===== src/rtl/run_mode_controller_pkg.sv =====
// rtl/run_mode_controller_pkg.sv - shared JPEG-LS run-mode widths, J table and state encoding
package run_mode_controller_pkg;

    localparam int J_LENGTH        = 4;
    localparam int RUNCOUNT_LENGTH = 16;
    localparam int RUNINDEX_LENGTH = 5;

    typedef enum logic [1:0] {
        ST_IDLE    = 2'd0,
        ST_RUN     = 2'd1,
        ST_RI_SEG  = 2'd2,
        ST_RI_BUSY = 2'd3
    } run_state_e;

    localparam logic [J_LENGTH-1:0] J_TABLE [0:31] = '{
        4'd0,  4'd0,  4'd0,  4'd0,  4'd1,  4'd1,  4'd1,  4'd1,
        4'd2,  4'd2,  4'd2,  4'd2,  4'd3,  4'd3,  4'd3,  4'd3,
        4'd4,  4'd4,  4'd5,  4'd5,  4'd6,  4'd6,  4'd7,  4'd7,
        4'd8,  4'd9,  4'd10, 4'd11, 4'd12, 4'd13, 4'd14, 4'd15
    };

endpackage


===== src/rtl/run_index_table.sv =====
// rtl/run_index_table.sv - combinational RUNindex-to-J lookup, shared with the decoder
module run_index_table
    import run_mode_controller_pkg::*;
(
    input  logic [RUNINDEX_LENGTH-1:0] run_index_i,
    output logic [J_LENGTH-1:0]        j_o
);

    assign j_o = J_TABLE[run_index_i];

endmodule


===== src/rtl/run_mode_controller.sv =====
// rtl/run_mode_controller.sv - JPEG-LS run-mode controller; RUN_STATS_EN adds run_pixel_count
module run_mode_controller
    import run_mode_controller_pkg::*;
(
    input  logic                       clk,
    input  logic                       reset,
    input  logic                       px_valid,
    output logic                       px_ready,
    input  logic                       run_mode_req,
    input  logic                       px_match,
    input  logic                       px_eol,
    output logic                       seg_valid,
    input  logic                       seg_ready,
    output logic [15:0]                seg_bits,
    output logic [4:0]                 seg_length,
    output logic                       ri_start,
    input  logic                       ri_done,
    output logic [J_LENGTH-1:0]        J_Comp,
    output logic [RUNINDEX_LENGTH-1:0] run_index,
`ifdef RUN_STATS_EN
    output logic [31:0]                run_pixel_count,
`endif
    output logic                       busy
);

    run_state_e                 state_q, state_d;
    logic [RUNCOUNT_LENGTH-1:0] cnt_q, cnt_d;
    logic [RUNINDEX_LENGTH-1:0] idx_q, idx_d;
    logic                       seg_valid_q, seg_valid_d;
    logic [15:0]                seg_bits_q, seg_bits_d;
    logic [4:0]                 seg_len_q, seg_len_d;
    logic                       ri_start_q, ri_start_d;
    logic [J_LENGTH-1:0]        j_comp_q, j_comp_d;

    logic [J_LENGTH-1:0]        j;
    logic [RUNCOUNT_LENGTH-1:0] cnt_inc;
    logic [RUNCOUNT_LENGTH-1:0] j_mask;
    logic [15:0]                ri_bits;
    logic                       full_run;
    logic                       seg_free;
    logic                       px_fire;
    logic                       run_px;

    run_index_table u_run_index_table (
        .run_index_i (idx_q),
        .j_o         (j)
    );

    assign cnt_inc  = cnt_q + 16'd1;
    assign full_run = (cnt_inc == (16'd1 << j));
    assign j_mask   = (16'd1 << j) - 16'd1;
    // '0' marker at bit 15, then the J low bits of RUNcnt directly below it
    assign ri_bits  = (cnt_q & j_mask) << (4'd15 - j);
    assign seg_free = !seg_valid_q || seg_ready;
    assign px_ready = ((state_q == ST_IDLE) || (state_q == ST_RUN)) && seg_free;
    assign px_fire  = px_valid && px_ready;
    assign run_px   = px_fire && ((state_q == ST_RUN) || run_mode_req);

    always_comb begin
        state_d     = state_q;
        cnt_d       = cnt_q;
        idx_d       = idx_q;
        seg_valid_d = seg_valid_q && !seg_ready;
        seg_bits_d  = seg_bits_q;
        seg_len_d   = seg_len_q;
        ri_start_d  = 1'b0;
        j_comp_d    = j_comp_q;

        if (run_px) begin
            if (px_match) begin
                if (full_run) begin
                    seg_valid_d = 1'b1;
                    seg_bits_d  = 16'h8000;
                    seg_len_d   = 5'd1;
                    cnt_d       = '0;
                    idx_d       = (idx_q == 5'd31) ? idx_q : idx_q + 5'd1;
                end else begin
                    cnt_d = cnt_inc;
                end
                if (px_eol) begin
                    // partial run at end of line is closed with a single '1'
                    if (!full_run && (cnt_inc != '0)) begin
                        seg_valid_d = 1'b1;
                        seg_bits_d  = 16'h8000;
                        seg_len_d   = 5'd1;
                        cnt_d       = '0;
                    end
                    state_d = ST_IDLE;
                end else begin
                    state_d = ST_RUN;
                end
            end else begin
                seg_valid_d = 1'b1;
                seg_bits_d  = ri_bits;
                seg_len_d   = {1'b0, j} + 5'd1;
                state_d     = ST_RI_SEG;
            end
        end

        case (state_q)
            ST_RI_SEG: begin
                if (seg_valid_q && seg_ready) begin
                    ri_start_d = 1'b1;
                    j_comp_d   = j;
                    state_d    = ST_RI_BUSY;
                end
            end
            ST_RI_BUSY: begin
                if (ri_done) begin
                    idx_d   = (idx_q == '0) ? idx_q : idx_q - 5'd1;
                    cnt_d   = '0;
                    state_d = ST_IDLE;
                end
            end
            default: ;
        endcase
    end

    always_ff @(posedge clk) begin
        if (reset) begin
            state_q     <= ST_IDLE;
            cnt_q       <= '0;
            idx_q       <= '0;
            seg_valid_q <= 1'b0;
            seg_bits_q  <= '0;
            seg_len_q   <= '0;
            ri_start_q  <= 1'b0;
            j_comp_q    <= '0;
        end else begin
            state_q     <= state_d;
            cnt_q       <= cnt_d;
            idx_q       <= idx_d;
            seg_valid_q <= seg_valid_d;
            seg_bits_q  <= seg_bits_d;
            seg_len_q   <= seg_len_d;
            ri_start_q  <= ri_start_d;
            j_comp_q    <= j_comp_d;
        end
    end

`ifdef RUN_STATS_EN
    logic [31:0] stats_q;

    always_ff @(posedge clk) begin
        if (reset) begin
            stats_q <= '0;
        end else if (run_px && px_match) begin
            stats_q <= stats_q + 32'd1;
        end
    end

    assign run_pixel_count = stats_q;
`endif

    assign seg_valid  = seg_valid_q;
    assign seg_bits   = seg_bits_q;
    assign seg_length = seg_len_q;
    assign ri_start   = ri_start_q;
    assign J_Comp     = j_comp_q;
    assign run_index  = idx_q;
    assign busy       = (state_q != ST_IDLE);

endmodule


===== config.mk =====
export PLATFORM = sky130hd
export DESIGN_NAME = run_mode_controller
export DESIGN_NICKNAME = d
export VERILOG_FILES = /design/src/rtl/run_mode_controller_pkg.sv /design/src/rtl/run_index_table.sv /design/src/rtl/run_mode_controller.sv
export SDC_FILE = /design/constraint.sdc
export NUM_CORES = 1
export LEC_CHECK = 0
export ABC_AREA = 1
export ABC_CLOCK_PERIOD_IN_PS = 9600
export CAP_MARGIN = 40
export CORE_ASPECT_RATIO = 1.2
export CORE_MARGIN = 4
export CORE_UTILIZATION = 60
export CTS_CLUSTER_DIAMETER = 30
export DETAILED_ROUTE_END_ITERATION = 10
export GPL_TIMING_DRIVEN = 1
export PLACE_DENSITY = 0.93
export SYNTH_ARGS = -nofsm -noshare
export SYNTH_HDL_FRONTEND = slang
export SYNTH_SLANG_ARGS = --single-unit
export TNS_END_PERCENT = 50

===== constraint.sdc =====
create_clock -name clk -period 9.6 [get_ports clk]
set_input_delay 1.44 -clock clk [delete_from_list [all_inputs] [get_ports clk]]
set_output_delay 1.44 -clock clk [all_outputs]
set_load 0.03 [all_outputs]

# Yosys cells after proc, flatten, opt, wreduce, memory -nomap -nowiden
# Memory sizes are Yosys's and may differ from the RTL's.
# Index checks and enable logic that the tools add are counted.
word_totals:
  ram_bits: 0
  rom_bits: 128
  memories: 1
  output_inout_bits: 34
  latchBits: 0
  ff_bits: 50
  wordCells: 81
mem_list:
  columns: ["memory", "depth", "word_bits", "read_ports", "rd_ports_with_merged_regs", "wr", "line_no", "text"]
  rows:
  - ["(no name shown)", 32, 4, 1, 0, 0, "run_index_table.sv:9", "assign j_o = J_TABLE[run_index_i];"]
classes:
  eq_ne: 6
  n_addsub: 6
  magnitude_cmp: 1
  n_mul: 0
  n_reduce_logical: 18
  muxes: 36
  n_div: 0
  bitwise: 3
  n_shift: 2
ops:
  columns: ["cell", "n"]
  rows:
  - ["$mux W16", 11]
  - ["$mux W5", 11]
  - ["$add A16 B1 Y16 const B", 1]
  - ["$and A16 B16 Y16", 1]
  - ["$eq A16 B16 Y1", 1]
  - ["$reduce_bool A16 Y1", 1]
  - ["$shl A1 B4 Y16 const A", 1]
  - ["$shl A16 B4 Y16", 1]
  - ["$sub A16 B1 Y16 const B", 1]
  - ["$mux W2", 4]
  - ["$mux W4", 2]
  - ["$mux W1", 7]
  - ["$ge A6 B6 Y1 const B", 1]
  - ["$logic_and A1 B1 Y1", 6]
  - ["$not A5 Y6", 1]
  - ["$add A4 B1 Y5 const B", 1]
  - ["$add A5 B1 Y5 const B", 1]
  - ["$eq A5 B5 Y1 const B", 1]
  - ["$logic_not A5 Y1", 1]
  - ["$sub A5 B1 Y5 const B", 1]
  - ["$eq A2 B2 Y1 const B", 2]
  - ["$pmux W2 S2", 1]
  - ["$sub A4 B4 Y4 const A", 1]
  - ["$logic_not A1 Y1", 3]
  - ["other kinds (8)", 10]

# Depth between registers and ports, before layout
# Gate-level depths: netlist (run 1).
depth:
  word_depth: 14
  mapped_depth: 25
  ltp_nobuf: 21

# Cells and area by module
# A second synthesis (run 1) with hierarchy kept.
unflattened:
  cells_unflattened: 749
  area_unflattened_um2: 4222.8
by_module_without_submodules:
  columns: ["module", "area_each_um2", "instances", "seq_area_each_um2", "cells_each"]
  rows:
  - ["run_mode_controller", 4160.2, 1, 1001.0, 734]
  - ["run_index_table", 62.6, 1, 0.0, 15]

# Worst setup path before layout (run 1)
# OpenSTA, ideal clock, no wires.
synth_timing:
  kind: "register -> register"
  startpoint: "reg idx_q[4], in the netlist run_index[4]"
  endpoint: "reg cnt_q[0]"
  arrival_time_ps: 3238
  stages_incl_launch_ff: 17
  n_path_buf: 4
  slack_ps: 6248
  required_ps: 9485
  period_less_slack_ps: 3352
  cell_sequence: "dfxtp_1 buf_2 nand2_1 buf_2 o22ai_1 clkbuf_1 ha_1 nand4_1 xnor3_1 nor2_1 nand2_1 nor2_4 nand2_2 nand2_4 nor2_4 buf_6 o21a_1"
synth_via:
  elab_chain_len: 14
  elab_cells_between_ends: 15
  classes_between: "eq/ne: 1; shift: 1; mux: 9; bitwise: 1; reduce/logical: 2; memory: 1"
synth_lines:
  columns: ["element", "line_no", "text"]
  rows:
  - ["from (decl)", "run_mode_controller.sv:28", "logic [RUNINDEX_LENGTH-1:0] idx_q, idx_d;"]
  - ["from (signal assigned)", "run_mode_controller.sv:132", "idx_q <= idx_d;"]
  - ["$not A5 Y6 (implied by the code) *", "run_index_table.sv:9", null]
  - ["$mem_v2 Z32 W4 *", null, null]
  - ["$mux W4 (implied by the code) * (2 in a row)", "run_index_table.sv:9", null]
  - ["$shl A1 B4 Y16 *", "run_mode_controller.sv:50", "assign full_run = (cnt_inc == (16'd1 << j));"]
  - ["$eq A16 B16 Y1 *", "run_mode_controller.sv:50", null]
  - ["$logic_not A1 Y1", "run_mode_controller.sv:82", "if (!full_run && (cnt_inc != '0)) begin"]
  - ["$logic_and A1 B1 Y1", "run_mode_controller.sv:82", null]
  - ["$mux W16", "run_mode_controller.sv:82", null]
  - ["$mux W16 *", "run_mode_controller.sv:80", "if (px_eol) begin"]
  - ["$mux W16 *", "run_mode_controller.sv:70", "if (px_match) begin"]
  - ["$mux W16 *", "run_mode_controller.sv:69", "if (run_px) begin"]
  - ["$mux W16", "run_mode_controller.sv:109", "if (ri_done) begin"]
  - ["$mux W16 *", "run_mode_controller.sv:100", "case (state_q)"]
  - ["to (signal assigned)", "run_mode_controller.sv:131", "cnt_q <= cnt_d;"]
  - ["to (decl)", "run_mode_controller.sv:27", "logic [RUNCOUNT_LENGTH-1:0] cnt_q, cnt_d;"]
# Mark *: on every way between the ends. The rest lies on a longest branch, timed or not. The select of a mux whose other input is x is not followed.
# A chain may end at the register's enable or synchronous reset.

# Final worst setup path (run 1)
layout_timing:
  startpoint: "reg idx_q[3], in the netlist run_index[3]"
  endpoint: "reg seg_bits_q[15], in the netlist seg_bits[15]"
layout_via:
  elab_chain_len: 11
  elab_cells_between_ends: 16
  classes_between: "add/sub: 2; eq/ne: 1; shift: 2; mux: 6; bitwise: 2; reduce/logical: 2; memory: 1"
layout_lines:
  columns: ["element", "line_no", "text"]
  rows:
  - ["$not A5 Y6 (implied by the code) *", "run_index_table.sv:9", null]
  - ["$mem_v2 Z32 W4 *", null, null]
  - ["$mux W4 (implied by the code) * (2 in a row)", "run_index_table.sv:9", null]
  - ["parallel branches: the longest is 6 deep, another holds $sub A16 B1 Y16", null, null]
  - ["$mux W16 *", "run_mode_controller.sv:70", null]
  - ["to (signal assigned)", "run_mode_controller.sv:134", "seg_bits_q <= seg_bits_d;"]
  - ["to (decl)", "run_mode_controller.sv:30", "logic [15:0] seg_bits_q, seg_bits_d;"]
# Every way passes the cells marked *. The select of a mux whose other input is x is not followed.

==> impl_results.md, run 1 <==
- Status: finished clean
- Antenna cells: 0
- Core area: 6490 sq um
- Power Total: 415 uW
- Finished Cell Area: 4580 sq um
- Setup WS post-layout: 5.16 ns
- Crit path kind: reg -> reg
- Area Growth Syn to Fin: 12.9%
- CP Capture Type: flip-flop
- Final Hold Vio Count: 0
- Max-Cap Viols: 0
- # port buffers: 41
- Total Routing Usage GR: 30.0%
- First-pass GRT wire length: 20400 microns
- DRC viols: 0
- Tmin final: 4.44 ns
- CP max stage cell: nand2_1
- Max Root-Sink Buffers: 2
- Commonest non-fill, non-tap cells in the layout: 228 x nand2_1, 86 x nand3_1, 71 x inv_1
- ANT nets after route: 0
- Yosys reg bits: 50
- Fmax: 225 MHz
- Post-synth top area share: 24.7%
- Leading cell type in the layout, fill and taps excluded: nand2_1
- Syn_nets: 702
- R2R cell count: 16
- Critical-path cell list: nand2_1, inv_2, nand2_1, nand3_2, inv_2, ha_1, nand3_1, ha_1, o21ai_0, nand2_1, nand3_1, nand2_1, o21ai_0, inv_1, nand2_1, a21oi_1
- Starting density of the core: 62.5%
- WL per Instance: 15.5 microns
- Setup-failing EPs final: 0
- Total Wirelength: 12300 microns
- Crit path max fanout: 20
- Gate Count Post-Synth: 683
- Worst-Skew Late Latency: 0.32 ns
- I/O pin cnt: 42
- Placed Area: 4470 sq um
- H-tree depth: 2
- Cell mode on critical path: nand2_1
- Total die area: 8140 sq um
- Top cells by area, synth: dfxtp_1 25%, nand2_1 21%, nand3_1 11%
- Vias in the first global route: 4308
- Final Cycle Share: 46.2%
- Min-Delay Path Class: reg -> reg
- Clk root buf: clkbuf_8
- Maximum VDD drop: 0.0709 mV
- Post-CTS Hold Buffers: 0
- Setup crit start: run_index[3]
- Gpl congestion: 1.02
- Post-CTS setup buffers: 0
- # fillers: 592
- YS warnings: 0
- Dpl ws: 5.34 ns
- Leakage: 2.19 nW
- Hpwl dp: 9450 microns
- CTS buffer count: 5
- Slew Limit Fails: 0
- Mapped Area: 4060 sq um
- Largest net degree at the start of global routing: 24
- Clock Pin Slew Worst Setup and Hold Paths: 0.11 ns
- PwrDens: 90.7 nW/um^2
- Hold Worst Slack: 0.458 ns
- Inst Count DP: 786
- R2r startpoint: run_index[3]
- Area occupied by multi-input gates: 2650 sq um
- CTS tree: done
- Count of different cell masters after synthesis: 44
- Crit start category: flip-flop
- Sequential-to-total area share from yosys stat: 24.7%
- RSZ-0062 raised after global routing: false
- Cell taking the most area after synthesis: dfxtp_1
- Post-route insts no fill: 794
- Initial detailed-routing violation count: 637
- Routed vias: 4705
- # resized after CTS: 0
- Max Clock Skew: 0.0150 ns
- Hold Crit Depth: 2
- Avg Inst Size Synth: 5.94 sq um
- Via/cell ratio: 5.93
- Layout cells sized above 1: 5.50%
- Worst path required time: 9.76 ns
- Worst EP arrival: 4.60 ns
- Worst slew margin: 42.2%
- Die height: 98.1 microns
- Slowest stage delay, CP: 0.58 ns
- Row Count: 32
- Setup TNS: 0 ns
- Die Wd: 83.0 microns
- FF/Latch Area: 1000 sq um
- Final Util: 70.6%
- Hold Crit Start: seg_length[0]
- TritonRoute pass-1 iters: 7
- Gr ovfl total: 0
- Tightest Pin Transition: 0.860 ns
- Final nets: 727
- CTS Sinks: 50
- Initial antenna violation count: 0
## logic make-up (layout without fill, tap and decap cells)
group / Yosys count / in the layout / synth area share [%]
AO/OA/AOI/OAI: 95 / 95 / 13.0
XOR/XNOR: 16 / 16 / 3.98
adder cells (fa/ha/maj): 11 / 11 / 3.39
buffers and inverters: 101 / 127 / 9.97
flip-flops: 50 / 50 / 24.7
AND/OR/NAND/NOR: 410 / 410 / 45.0
## path summary, 6_finish.rpt
kind / end / slack (ns)
worst max-delay path: seg_bits[15] / 5.16
worst min-delay path: seg_length[0] / 0.46
worst max register to register: seg_bits[15] / 5.16
worst min register to register: seg_length[0] / 0.46
## where the power goes
group	internal, mW	total (mW)	switching, mW
clock	0.0783	0.157	0.0785
combinational	0.0151	0.0451	0.0300
sequential	0.210	0.213	0.00315
## metal layers
layer | global-route usage [%] | wire [microns] | vias up
met1 | 35.5 | 4860 | 2127
li1 | - | - | 2259
met2 | 52.6 | 6030 | 271
met5 | 0 | 0 | -
met3 | 5.15 | 925 | 48
met4 | 13.8 | 498 | 0
## state kept, by name, summed over array words and instances, names as in the netlist
name	flops
seg_length	5
seg_valid	1
state_q	2
ri_start	1
cnt_q	16
run_index	5
J_Comp	4
seg_bits	16
## cells in the mapped netlist
library cell and number:
nand2_1 228, nand3_1 86, inv_1 71, dfxtp_1 50
a21oi_1 48, nor2_1 47, o21ai_0 26, nand4_1 16
xor2_1 13, clkbuf_1 12, ha_1 11, buf_2 7
nor3_1 7, nand2_2 5, nor2_4 5, nor2_2 4
o211ai_1 4, a31oi_1 3, buf_1 3, clkinv_1 3
o21ai_1 3, buf_6 2, inv_2 2, nand2_4 2
nand3_2 2, nand3b_1 2, o21a_1 2, o22ai_1 2
or2_2 2, a21oi_2 1, a21oi_4 1, a31o_2 1
clkinv_2 1, nand3_4 1, nand4_2 1, o2111ai_1 1
o21ai_2 1, o21bai_1 1, o31ai_1 1, or2_0 1
or2_1 1, xnor2_1 1, xnor3_1 1, xor2_2 1
## worst max-delay path, delay by kind of cell (launching register included)
kind                     cells  cell delay (ns)
flip-flops                   1             0.49
AO/OA/AOI/OAI                3             0.65
AND/OR/NAND/NOR              8             1.69
buffers and inverters        3             0.72
adder cells (fa/ha/maj)      2             0.71
## area by class of cell
class	instances	share of cell area, %
multi-input cells	532	57.9
flip-flops and latches	50	21.9
repair buffers	42	9.13
inverters	77	6.34
well taps	85	2.32
clock buffers	5	1.50
clock inverters	3	0.957
Power figures use the tool's default switching activity.
==> run 2: changes to the inputs <==
- ABC_CLOCK_PERIOD_IN_PS: 9600 -> 4059
- CORE_UTILIZATION: 60 -> 52
- PLACE_DENSITY: 0.93 -> 0.86
- clock period: 9.6 -> 4.06 ns (I/O delays scaled with it)
==> run 2 against run 1 <==
Against the previous run: largest power group unchanged; combinational power up 140%; highest routed layer unchanged; sequential power up 140%; routed wire length up 1.4%; worst hold slack better by 0.0053 ns.
==> impl_results.md, run 2 (same netlist as run 1, synthesis figures left out) <==
- Gr ovfl total: 0
- TritonRoute pass-1 iters: 5
- Die height: 105 microns
- Leakage: 2.21 nW
- Slew Limit Fails: 0
- Crit path max fanout: 19
- Routed vias: 4585
- Total Routing Usage GR: 27.9%
- Leading cell type in the layout, fill and taps excluded: nand2_1
- Post-route insts no fill: 808
- P_int: 662 uW
- Setup TNS: 0 ns
- PwrDens: 200 nW/um^2
- CP max stage cell: dfxtp_1
- Min-Delay Path Class: reg -> reg
- Die Wd: 88.6 microns
- Fmax: 283 MHz
- Tmin final: 3.53 ns
- Comb pwr share: 11.5%
- FF-to-FF setup slack: 0.53 ns
- WL per Instance: 15.4 microns
- Final nets: 734
- DRC viols: 0
- Area occupied by multi-input gates: 2650 sq um
- Initial antenna violation count: 0
- H-tree depth: 2
- Initial detailed-routing violation count: 435
- Max Root-Sink Buffers: 2
- Crit start category: flip-flop
- Largest net degree at the start of global routing: 24
- Area Growth Syn to Fin: 14.0%
- Post-CTS setup buffers: 0
- Clock Pin Slew Worst Setup and Hold Paths: 0.11 ns
- Row Count: 35
- Cell mode on critical path: nand2_1
- Final Hold Vio Count: 0
- FF/Latch Area: 1000 sq um
- CTS Sinks: 50
- Max-Cap Viols: 0
- Status: finished clean
- Antenna cells: 0
- Layout cells sized above 1: 6.42%
- # resized after CTS: 0
- RSZ-0062 raised after global routing: false
- Worst-Skew Late Latency: 0.31 ns
- Via/cell ratio: 5.67
- Gpl congestion: 0.953
- Starting density of the core: 53.2%
- CTS tree: done
- Crit path kind: reg -> reg
- Sequential share of power: 54.5%
- # port buffers: 41
- Slowest stage delay, CP: 0.55 ns
- Inst Count DP: 800
- Total Wirelength: 12500 microns
- Final Cycle Share: 87.1%
- Hpwl dp: 9860 microns
- CTS buffer count: 5
- ANT nets after route: 0
- Core area: 7620 sq um
- Vias in the first global route: 4371
- Clk pwr share: 34.0%
- Maximum VDD drop: 0.190 mV
- NetSw: 264 uW
- Tightest Pin Transition: 0.624 ns
- Worst path required time: 4.26 ns
- Clk root buf: clkbuf_8
- # fillers: 800
- I/O pin cnt: 42
- Power Total: 927 uW
- Total die area: 9280 sq um
- Switching share of power: 28.5%
- Worst EP arrival: 3.73 ns
- Post-CTS Hold Buffers: 0
- Worst slew margin: 58.2%
- Critical-path cell list: inv_1, nor2_2, nand2_1, nand3_2, buf_4, ha_1, ha_1, nand2_1, nand2_1, clkinv_1, nand3_1, nand2_1, nand4_1, nand2_1, nand2_1, nand3_1, nand2_1, nand2_1, nand2_1, inv_1, nand2_1, a21oi_1
- Commonest non-fill, non-tap cells in the layout: 228 x nand2_1, 86 x nand3_1, 71 x inv_1
- Setup-failing EPs final: 0
- Max Clock Skew: 0.0103 ns
- CP Capture Type: flip-flop
- First-pass GRT wire length: 20900 microns
-- run 2: path summary, 6_finish.rpt --
check                      from             to  cells after the start
setup / recovery   run_index[4]   seg_bits[13]                     22
hold / removal    seg_length[0]  seg_length[0]                      2
hold reg to reg   seg_length[0]  seg_length[0]                      2
setup reg to reg   run_index[4]   seg_bits[13]                     22
-- run 2: per-layer routing --
layer / up-vias / track usage [%] / part of all wire [%]
met2: 185 / 47.4 / 50
met1: 2096 / 34.9 / 41
met5: - / 0 / 0
met4: 0 / 10.6 / 3.5
li1: 2269 / - / -
met3: 35 / 3.94 / 5.3
-- run 2: power by group through the flow --
stage	clock network (mW)	logic [mW]	registers, mW
floorplan	0	0.0595	0.524
global placement	0	0.104	0.516
detailed placement	0	0.106	0.516
CTS	0.324	0.106	0.505
global route	0.348	0.116	0.506
finish	0.315	0.107	0.505
-- run 2: area by class of cell --
| cell class | instances | area share (%) |
|---|---|---|
| multi-input cells | 532 | 57.3 |
| flip-flops and latches | 50 | 21.6 |
| repair buffers | 49 | 10.2 |
| inverters | 77 | 6.28 |
| well taps | 92 | 2.49 |
| clock buffers | 5 | 1.49 |
| clock inverters | 3 | 0.622 |
-- run 2: through the flow --
stage               utilization [%]  hold WS [ns]  setup WS, ns  instance area, sq um
floorplan                         -         0.454         0.708                  4060
global placement               59.4         0.451         0.758                  4530
detailed placement             59.4         0.453         0.679                  4530
CTS                            60.7         0.470         0.662                  4620
global route                   60.7         0.496         0.180                  4620
finish                         60.7         0.463         0.526                  4620
-- run 2: worst max-delay path, delay by kind of cell, from the launching register on --
family,cells,cell delay [ns]
buffers and inverters,4,0.55
AO/OA/AOI/OAI,1,0.06
AND/OR/NAND/NOR,15,1.70
flip-flops,1,0.55
adder cells (fa/ha/maj),2,0.54
